File: config.mk
export PLATFORM = sky130hd
export DESIGN_NAME = nibble_serial_addsub
export DESIGN_NICKNAME = d
export VERILOG_FILES = /design/src/rtl/addsub_pkg.sv /design/src/rtl/nibble_addsub.sv /design/src/rtl/nibble_serial_addsub.sv
export SDC_FILE = /design/constraint.sdc
export NUM_CORES = 1
export LEC_CHECK = 0
export CAP_MARGIN = 30
export CELL_PAD_IN_SITES_DETAIL_PLACEMENT = 1
export CELL_PAD_IN_SITES_GLOBAL_PLACEMENT = 1
export CORE_AREA = 2 2 91 93
export DETAILED_ROUTE_END_ITERATION = 10
export DIE_AREA = 0 0 93 95
export HOLD_SLACK_MARGIN = 0.05
export PLACE_DENSITY_LB_ADDON = 0.1
export RECOVER_POWER = 100
export SYNTH_ARGS = -nofsm -noshare
export SYNTH_HDL_FRONTEND = slang
export SYNTH_SLANG_ARGS = --single-unit
File: constraint.sdc
create_clock -name clk -period 2.3 [get_ports clk]
set_clock_uncertainty 0.1 [all_clocks]
set_input_delay 0.46 -clock clk [delete_from_list [all_inputs] [get_ports clk]]
set_output_delay 0.46 -clock clk [all_outputs]
set_load 0.1 [all_outputs]
File: src/rtl/addsub_pkg.sv
// addsub_pkg: shared FSM states, nibble width and overflow helper for nibble_serial_addsub
package addsub_pkg;

   typedef enum logic [1:0] {IDLE, CALC, DONE} state_t;

   localparam int NIBBLE_W = 4;

   function automatic logic ovf_f(input logic a_msb, input logic b_msb, input logic s_msb);
      return (a_msb == b_msb) && (s_msb != a_msb);
   endfunction

endpackage

File: src/rtl/nibble_addsub.sv
// nibble_addsub: combinational 4-bit adder slice with carry in/out
module nibble_addsub
   import addsub_pkg::*;
(
   input  logic [NIBBLE_W-1:0] a,
   input  logic [NIBBLE_W-1:0] b,
   input  logic                cin,
   output logic [NIBBLE_W-1:0] s,
   output logic                cout
);

   assign {cout, s} = a + b + cin;

endmodule

File: src/rtl/nibble_serial_addsub.sv
// nibble_serial_addsub: WIDTH-bit add/sub computed one nibble per clock, LSB first; define ADDSUB_SAT_EN for saturating signed results
module nibble_serial_addsub
   import addsub_pkg::*;
#(
   parameter int WIDTH = 16
) (
   input  logic             clk,
   input  logic             rst_n,
   input  logic             in_valid,
   output logic             in_ready,
   input  logic [WIDTH-1:0] in_a,
   input  logic [WIDTH-1:0] in_b,
   input  logic             in_sub,
   output logic             out_valid,
   input  logic             out_ready,
   output logic [WIDTH-1:0] out_sum,
   output logic             out_cout,
   output logic             out_ovf,
   output logic             out_zero
);

   localparam int            NIBBLES = WIDTH / NIBBLE_W;
   localparam int            CW      = $clog2(NIBBLES);
   localparam logic [CW-1:0] LAST    = CW'(NIBBLES - 1);

   if (WIDTH % NIBBLE_W != 0 || WIDTH < 8) begin : g_width_check
      $error("nibble_serial_addsub: WIDTH must be a multiple of 4 and >= 8");
   end

   state_t                r_state, w_next;
   logic [WIDTH-1:0]      r_a, r_b, r_sum;
   logic [WIDTH-NIBBLE_W-1:0] r_acc;
   logic [CW-1:0]         r_cnt;
   logic                  r_carry, r_cout, r_ovf, r_zero;
   logic [NIBBLE_W-1:0]   w_s;
   logic                  w_c, w_last, w_ovf, w_take;
   logic [WIDTH-1:0]      w_cat, w_res;

   // one shared slice; operands shift right so the live nibble is always at the bottom
   nibble_addsub u_nib (
      .a    (r_a[NIBBLE_W-1:0]),
      .b    (r_b[NIBBLE_W-1:0]),
      .cin  (r_carry),
      .s    (w_s),
      .cout (w_c)
   );

   assign w_take = in_valid && in_ready;
   assign w_last = (r_cnt == LAST);
   assign w_cat  = {w_s, r_acc};
   assign w_ovf  = ovf_f(r_a[NIBBLE_W-1], r_b[NIBBLE_W-1], w_s[NIBBLE_W-1]);

`ifdef ADDSUB_SAT_EN
   assign w_res = w_ovf ? {r_a[NIBBLE_W-1], {(WIDTH-1){~r_a[NIBBLE_W-1]}}} : w_cat;
`else
   assign w_res = w_cat;
`endif

   assign in_ready  = rst_n && (r_state == IDLE);
   assign out_valid = (r_state == DONE);
   assign out_sum   = r_sum;
   assign out_cout  = r_cout;
   assign out_ovf   = r_ovf;
   assign out_zero  = r_zero;

   // state register
   always_ff @(posedge clk or negedge rst_n) begin
      if (!rst_n) r_state <= IDLE;
      else        r_state <= w_next;
   end

   // next-state: accept in IDLE, leave CALC after the top nibble, leave DONE on consumer handshake
   always_comb begin
      w_next = r_state;
      w_next = (r_state == IDLE && w_take)    ? CALC :
               (r_state == CALC && w_last)    ? DONE :
               (r_state == DONE && out_ready) ? IDLE : r_state;
   end

   // operand capture, per-nibble accumulation, and result/flag update on the final nibble
   always_ff @(posedge clk or negedge rst_n) begin
      if (!rst_n) begin
         r_a     <= '0;
         r_b     <= '0;
         r_acc   <= '0;
         r_cnt   <= '0;
         r_carry <= 1'b0;
         r_sum   <= '0;
         r_cout  <= 1'b0;
         r_ovf   <= 1'b0;
         r_zero  <= 1'b0;
      end else if (w_take) begin
         r_a     <= in_a;
         r_b     <= in_b ^ {WIDTH{in_sub}};
         r_carry <= in_sub;
         r_cnt   <= '0;
      end else if (r_state == CALC) begin
         r_a     <= r_a >> NIBBLE_W;
         r_b     <= r_b >> NIBBLE_W;
         r_acc   <= w_cat[WIDTH-1:NIBBLE_W];
         r_carry <= w_c;
         r_cnt   <= r_cnt + 1'b1;
         if (w_last) begin
            r_sum  <= w_res;
            r_cout <= w_c;
            r_ovf  <= w_ovf;
            r_zero <= ~|w_res;
         end
      end
   end

endmodule

# Yosys cells after proc, flatten, opt, wreduce, memory -nomap -nowiden
# Index checks and enable logic that the tools add are counted.
[totals] in_bits=37 reg_bits=68 word_cells=44 output_inout_bits=21
[classes] add_sub_neg=3 bitwise=2 n_reduce_logical=13 mux=11 eq_ne=5
[op_table] operator="16-bit two-way mux" n=4
[op_table] operator="16-bit OR reduction" n=1
[op_table] operator="16-bit bitwise XOR" n=1
[op_table] operator="2-bit two-way mux" n=5
[op_table] operator="1-bit logical AND" n=6
[op_table] operator="4-bit by 4-bit adder with 5-bit output" n=1
[op_table] operator="5-bit by 1-bit adder with 5-bit output" n=1
[op_table] operator="2-bit == test, second input constant" n=2
[op_table] operator="3-bit AND reduction" n=1
[op_table] operator="3-bit nonzero test" n=1
[op_table] operator="2-bit by 1-bit adder with 2-bit output, second input constant" n=1
[op_table] operator="2-bit by 1-bit == test with 1-bit output, second input constant" n=1
[op_table] operator="2-bit logical NOT" n=1
[op_table] operator="1-bit two-way mux" n=2
[op_table] operator="2-bit AND reduction" n=1
[op_table] operator="2-bit nonzero test" n=1
[op_table] operator="1-bit == test" n=1
[op_table] operator="1-bit logical NOT" n=1
[op_table] operator="1-bit != test" n=1
[op_table] operator="1-bit NOT" n=1

# Longest topological paths before layout
# Gate-level depths: netlist of the first run.
[depth] depth_word=5 depth_mapped=7 depth_no_buf=7

# Cells and area by module
# Synthesis of the first run repeated with hierarchy kept, for this count alone.
[hier_totals] hier_cells=318 area_unflattened_um2=3284.4
[by_module_without_submodules] mod="nibble_serial_addsub" cells_each=302 seq_area_each_um2=1701.6 n_inst=1 area_per_inst_um2=3140.5
[by_module_without_submodules] mod="nibble_addsub" cells_each=16 seq_area_each_um2=0.0 n_inst=1 area_per_inst_um2=143.9

# Least setup slack after synthesis of the first run
# No wires, ideal clock.
[synth_timing] path_kind="reg2reg" from="reg r_state[0]" to="reg r_b[12]" path_buffers=1 synth_period_minus_slack_ps=3701 setup_ps=135 required_time_ps=2065 slack_ps=-1401 stages_incl_launch_ff=6 arrival_time_ps=3465 path_cell_list="dfrtp_1 nor3b_1 nand2_1 clkbuf_1 nand3_1 o21ai_0"
[synth_between] elab_chain_cells=4 word_cells_on_any_way=6 cone_classes="eq/ne: 1; mux: 1; reduce/logical: 4"
[synth_lines] element="from (decl)" line_no="nibble_serial_addsub.sv:30" rtl="state_t r_state, w_next;"
[synth_lines] element="from (signal assigned)" line_no="nibble_serial_addsub.sv:69" rtl="else r_state <= w_next;"
[synth_lines] element="2-bit logical NOT (*)" line_no="nibble_serial_addsub.sv:59" rtl="assign in_ready = rst_n && (r_state == IDLE);"
[synth_lines] element="1-bit logical AND (*)" line_no="nibble_serial_addsub.sv:59"
[synth_lines] element="via in_ready" line_no="nibble_serial_addsub.sv:10" rtl="output logic in_ready,"
[synth_lines] element="1-bit logical AND (*)" line_no="nibble_serial_addsub.sv:48" rtl="assign w_take = in_valid && in_ready;"
[synth_lines] element="16-bit two-way mux / 2-bit nonzero test (equally long branches)"
[synth_lines] element="to (signal assigned)" line_no="nibble_serial_addsub.sv:94" rtl="r_b <= in_b ^ {WIDTH{in_sub}};"
[synth_lines] element="to (signal assigned)" line_no="nibble_serial_addsub.sv:99" rtl="r_b <= r_b >> NIBBLE_W;"
[synth_lines] element="to (decl)" line_no="nibble_serial_addsub.sv:31" rtl="logic [WIDTH-1:0] r_a, r_b, r_sum;"
# Mark *: on every way through the listed nets, which the timed path passes. The rest lies on a longest branch.
# A chain may end at the register's enable or synchronous reset.

# Worst setup path after layout of the first run
[layout_timing] from="reg r_state[0]" to="out in_ready"
[layout_between] elab_chain_cells=2
[layout_lines] element="2-bit logical NOT" line_no="nibble_serial_addsub.sv:59"
[layout_lines] element="1-bit logical AND" line_no="nibble_serial_addsub.sv:59"
[layout_lines] element="to (decl)" line_no="nibble_serial_addsub.sv:10"
# No other way between the ends.

==> flow_metrics.env, run 1 <==
export IMPL_outcome="completed"
export IMPL_cts_setup_buffers=0
export IMPL_hold_buffers=1
export IMPL_antenna_cells=0
export IMPL_min_period_ns=2.19
export IMPL_antenna_left=0
export IMPL_cellLeakagePower_nw=1.81
export IMPL_drt_wl_total_mm=6.59
export IMPL_ir_drop_mv=0.402
export IMPL_synth_compound_area_share_pct=11.8
export IMPL_critPathMaxStageDelay_ns=0.50
export IMPL_path_max_fanout=7
export IMPL_cts_buffers=9
export IMPL_core_area_mm2=0.00793
export IMPL_reg2reg_depth=7
export IMPL_crit_start="r_state[0]"
export IMPL_drt_iter0_drc=59
export IMPL_r2r_start="r_a[0]"
export IMPL_die_w_um=93
export IMPL_utilization_pct=47.5
export IMPL_placementRows=33
export IMPL_holdWs_ns=0.378
export IMPL_clock_sinks=68
export IMPL_drv_cap=0
export IMPL_clk_pin_slew_ns=0.07
export IMPL_fillers=896
export IMPL_die_area_mm2=0.00884
export IMPL_grt_max_degree=59
export IMPL_vias=2217
export IMPL_worst_path_stages=2
export IMPL_multi_input_area_mm2=0.00120
export IMPL_crit_arrival_ns=1.63
export IMPL_post_route_drc_count=0
export IMPL_clock_latency_ns=0.34
export IMPL_ys_seq_area_share_pct=55.8
export IMPL_path_cells="nor3b_1 -> buf_2"
export IMPL_critical_path_class="reg2out"
export IMPL_netlist_area_leader_share_pct=55.8
export IMPL_slowest_stage="buf_2"
export IMPL_final_period_utilization_pct=95.3
export IMPL_synth_nets=324
export IMPL_required_ns=1.74
export IMPL_ys_ff_latch=68
export IMPL_start_util_pct=38.4
export IMPL_avgSynthCellArea_um2=10.8
export IMPL_seq_area_mm2=0.00170
export IMPL_post_drt_wl_per_cell_um=14.6
export IMPL_synth_area_leader_cell="dfrtp_1"
export IMPL_gr_total_overflow=0
export IMPL_end_kind="primary output"
export IMPL_synth_xor_area_share_pct=5.46
export IMPL_final_common_cell="nand2_1"
export IMPL_vias_per_cell=4.92
export IMPL_synth_area_mm2=0.00305
export IMPL_ctsResizeCount=0
export IMPL_reg2reg_slack_ns=0.24
export IMPL_crit_end="in_ready"
export IMPL_hold_viol_final=0
export IMPL_drv_slew=0
export IMPL_first_global_vias=2241
export IMPL_antenna_found_initial=0
export IMPL_clk_path_buf_depth=2
export IMPL_setup_violations=0
export IMPL_power_density_mw_per_mm2=1510
export IMPL_yosysWarningCount=0
export IMPL_mostFrequentLayoutCells="72 x nand2_1, 68 x dfrtp_1, 34 x clkdlybuf4s50_1, 23 x clkbuf_2, 19 x o21ai_0"
export IMPL_syn_to_final_growth_pct=23.4
export IMPL_fin_nets=385
export IMPL_relSlewSlack_pct=5.01
export IMPL_gp_congestion=0.732
export IMPL_cts_tree="built"
export IMPL_synth_top_family_by_area="simple AND/OR/NAND/NOR gates"
export IMPL_fin_tns_setup_ns=0
export IMPL_tightest_slew_ns=1.42
export IMPL_synthSimpleGateAreaFrac_pct=14.4
export IMPL_grt_util_all_layers_pct=16.5
export IMPL_synthMuxAreaShare_pct=5.79
export IMPL_die_h_um=95
export IMPL_synthAdderAreaFrac_pct=2.96
export IMPL_max_freq_mhz=456
export IMPL_cts_root_buf="clkbuf_8"
export IMPL_crit_family="buffers and inverters"
export IMPL_syn_instance_count=281
export IMPL_grt_pass1_wl_mm=11.2
export IMPL_pin_count=58
export IMPL_synth_area_leaders="dfrtp_1 56%, nand2_1 8.9%, xnor2_1 4.3%"
export IMPL_dr_pass1_iters=4
export IMPL_rsz0062_at_grt="no"
export IMPL_hp_class="reg2reg"
export IMPL_dp_hpwl_mm=4.57
export IMPL_cts_htree_levels=3
export IMPL_reg2reg_to="out_zero"
export IMPL_port_buffer_count=57
export IMPL_crit_buf_inv=1
export IMPL_start_kind="register"
export IMPL_min_from="r_a[10]"
export IMPL_drive_above_1_share_pct=14.2
export IMPL_synthDistinctLibCells=33
## routing by layer
metal  global-route usage, %  wire length [µm]
met5                       0                 0
met4                    5.51                95
met3                    4.39               236
met2                    26.7              3170
met1                    21.5              3090
## state kept, by name, indices dropped and copies added, names as in the netlist
register  flops
out_zero      1
r_a          16
out_cout      1
out_sum      16
r_state       2
r_carry       1
r_b          16
out_ovf       1
r_cnt         2
r_acc        12
## worst min path at each step
stage | to | slack [ns] | cells after the start
6_report | r_a[10] | 0.38 | 2
5_1_grt | r_a[2] | 0.41 | 2
4_1_cts | r_state[1] | 0.26 | 2
3_5_place_dp | r_b[13] | 0.27 | 1
3_3_place_gp | r_b[13] | 0.26 | 1
2_1_floorplan | out_cout | 0.06 | 0
## worst register-to-register path, stage by stage (launching register included)
cell	delay (ns)
dfrtp_1	0.40
fa_1	0.44
inv_1	0.08
fa_1	0.44
nor4b_1	0.16
nand4_1	0.08
nor3b_1	0.06
a22o_1	0.20
## power by group
part,switching (W),internal (W)
registers,0.000335,0.00169
clock network,0.000426,0.000503
logic,0.00203,0.000713
total,0.00279,0.00290
## per-stage QoR
stage          std cells  setup slack, ns  area [µm²]  total power, W
3_3_place_gp         435            0.253        3700         0.00501
2_1_floorplan        281           0.0108        3060         0.00431
4_1_cts              451            0.226        3900         0.00603
5_1_grt              451          0.00122        3760         0.00608
3_5_place_dp         435            0.244        3700         0.00507
6_report             451            0.109        3760         0.00569
## cell usage after synthesis
cell	instances
a22o_1	1
a21o_1	2
buf_4	2
o21ai_0	19
nor2_4	1
nand4_1	1
mux2_4	8
ha_1	4
nor3b_1	2
nor4_1	2
o31ai_1	1
and2b_1	1
xor2_1	4
xnor2_1	15
and4bb_1	1
nor2_1	14
nor4b_1	1
nand2_4	1
buf_2	8
buf_6	2
clkbuf_1	5
nand3_1	5
a221o_1	12
fa_1	2
o21a_1	1
nand2_1	72
a31oi_1	1
a22oi_1	12
inv_1	5
nor3_1	1
dfrtp_1	68
mux2_2	5
a21oi_1	2
## cell families (layout without fill, tap and decap cells)
kind of cell	Yosys count	in the layout
AOI/OAI and AO/OA	51	51
xor gates and xnor gates	19	19
adders and majority gates	6	6
buffers and inverters	22	87
DFF	68	68
muxes	13	13
and+or+nand+nor	102	102
## cell type report
type                            count  share of cell area [%]
Timing Repair Buffer               67                    13.9
Tap cell                          105                    3.49
Inverter                            5                   0.499
Sequential cell                    68                    45.2
Clock inverter                      1                   0.133
Clock buffer                       14                    4.86
Multi-Input combinational cell    191                    31.9
Power figures use the tool's default switching activity.
==> inputs of run 2 (changes only) <==
--- a/config.mk
+++ b/config.mk
@@ -5,7 +5,6 @@
 export SDC_FILE = /design/constraint.sdc
 export NUM_CORES = 1
 export LEC_CHECK = 0
-export CAP_MARGIN = 30
 export CELL_PAD_IN_SITES_DETAIL_PLACEMENT = 1
 export CELL_PAD_IN_SITES_GLOBAL_PLACEMENT = 1
 export CORE_AREA = 2 2 91 93
==> results of run 2 <==
Final layout, timing and power as in run 1 (identical DEF).
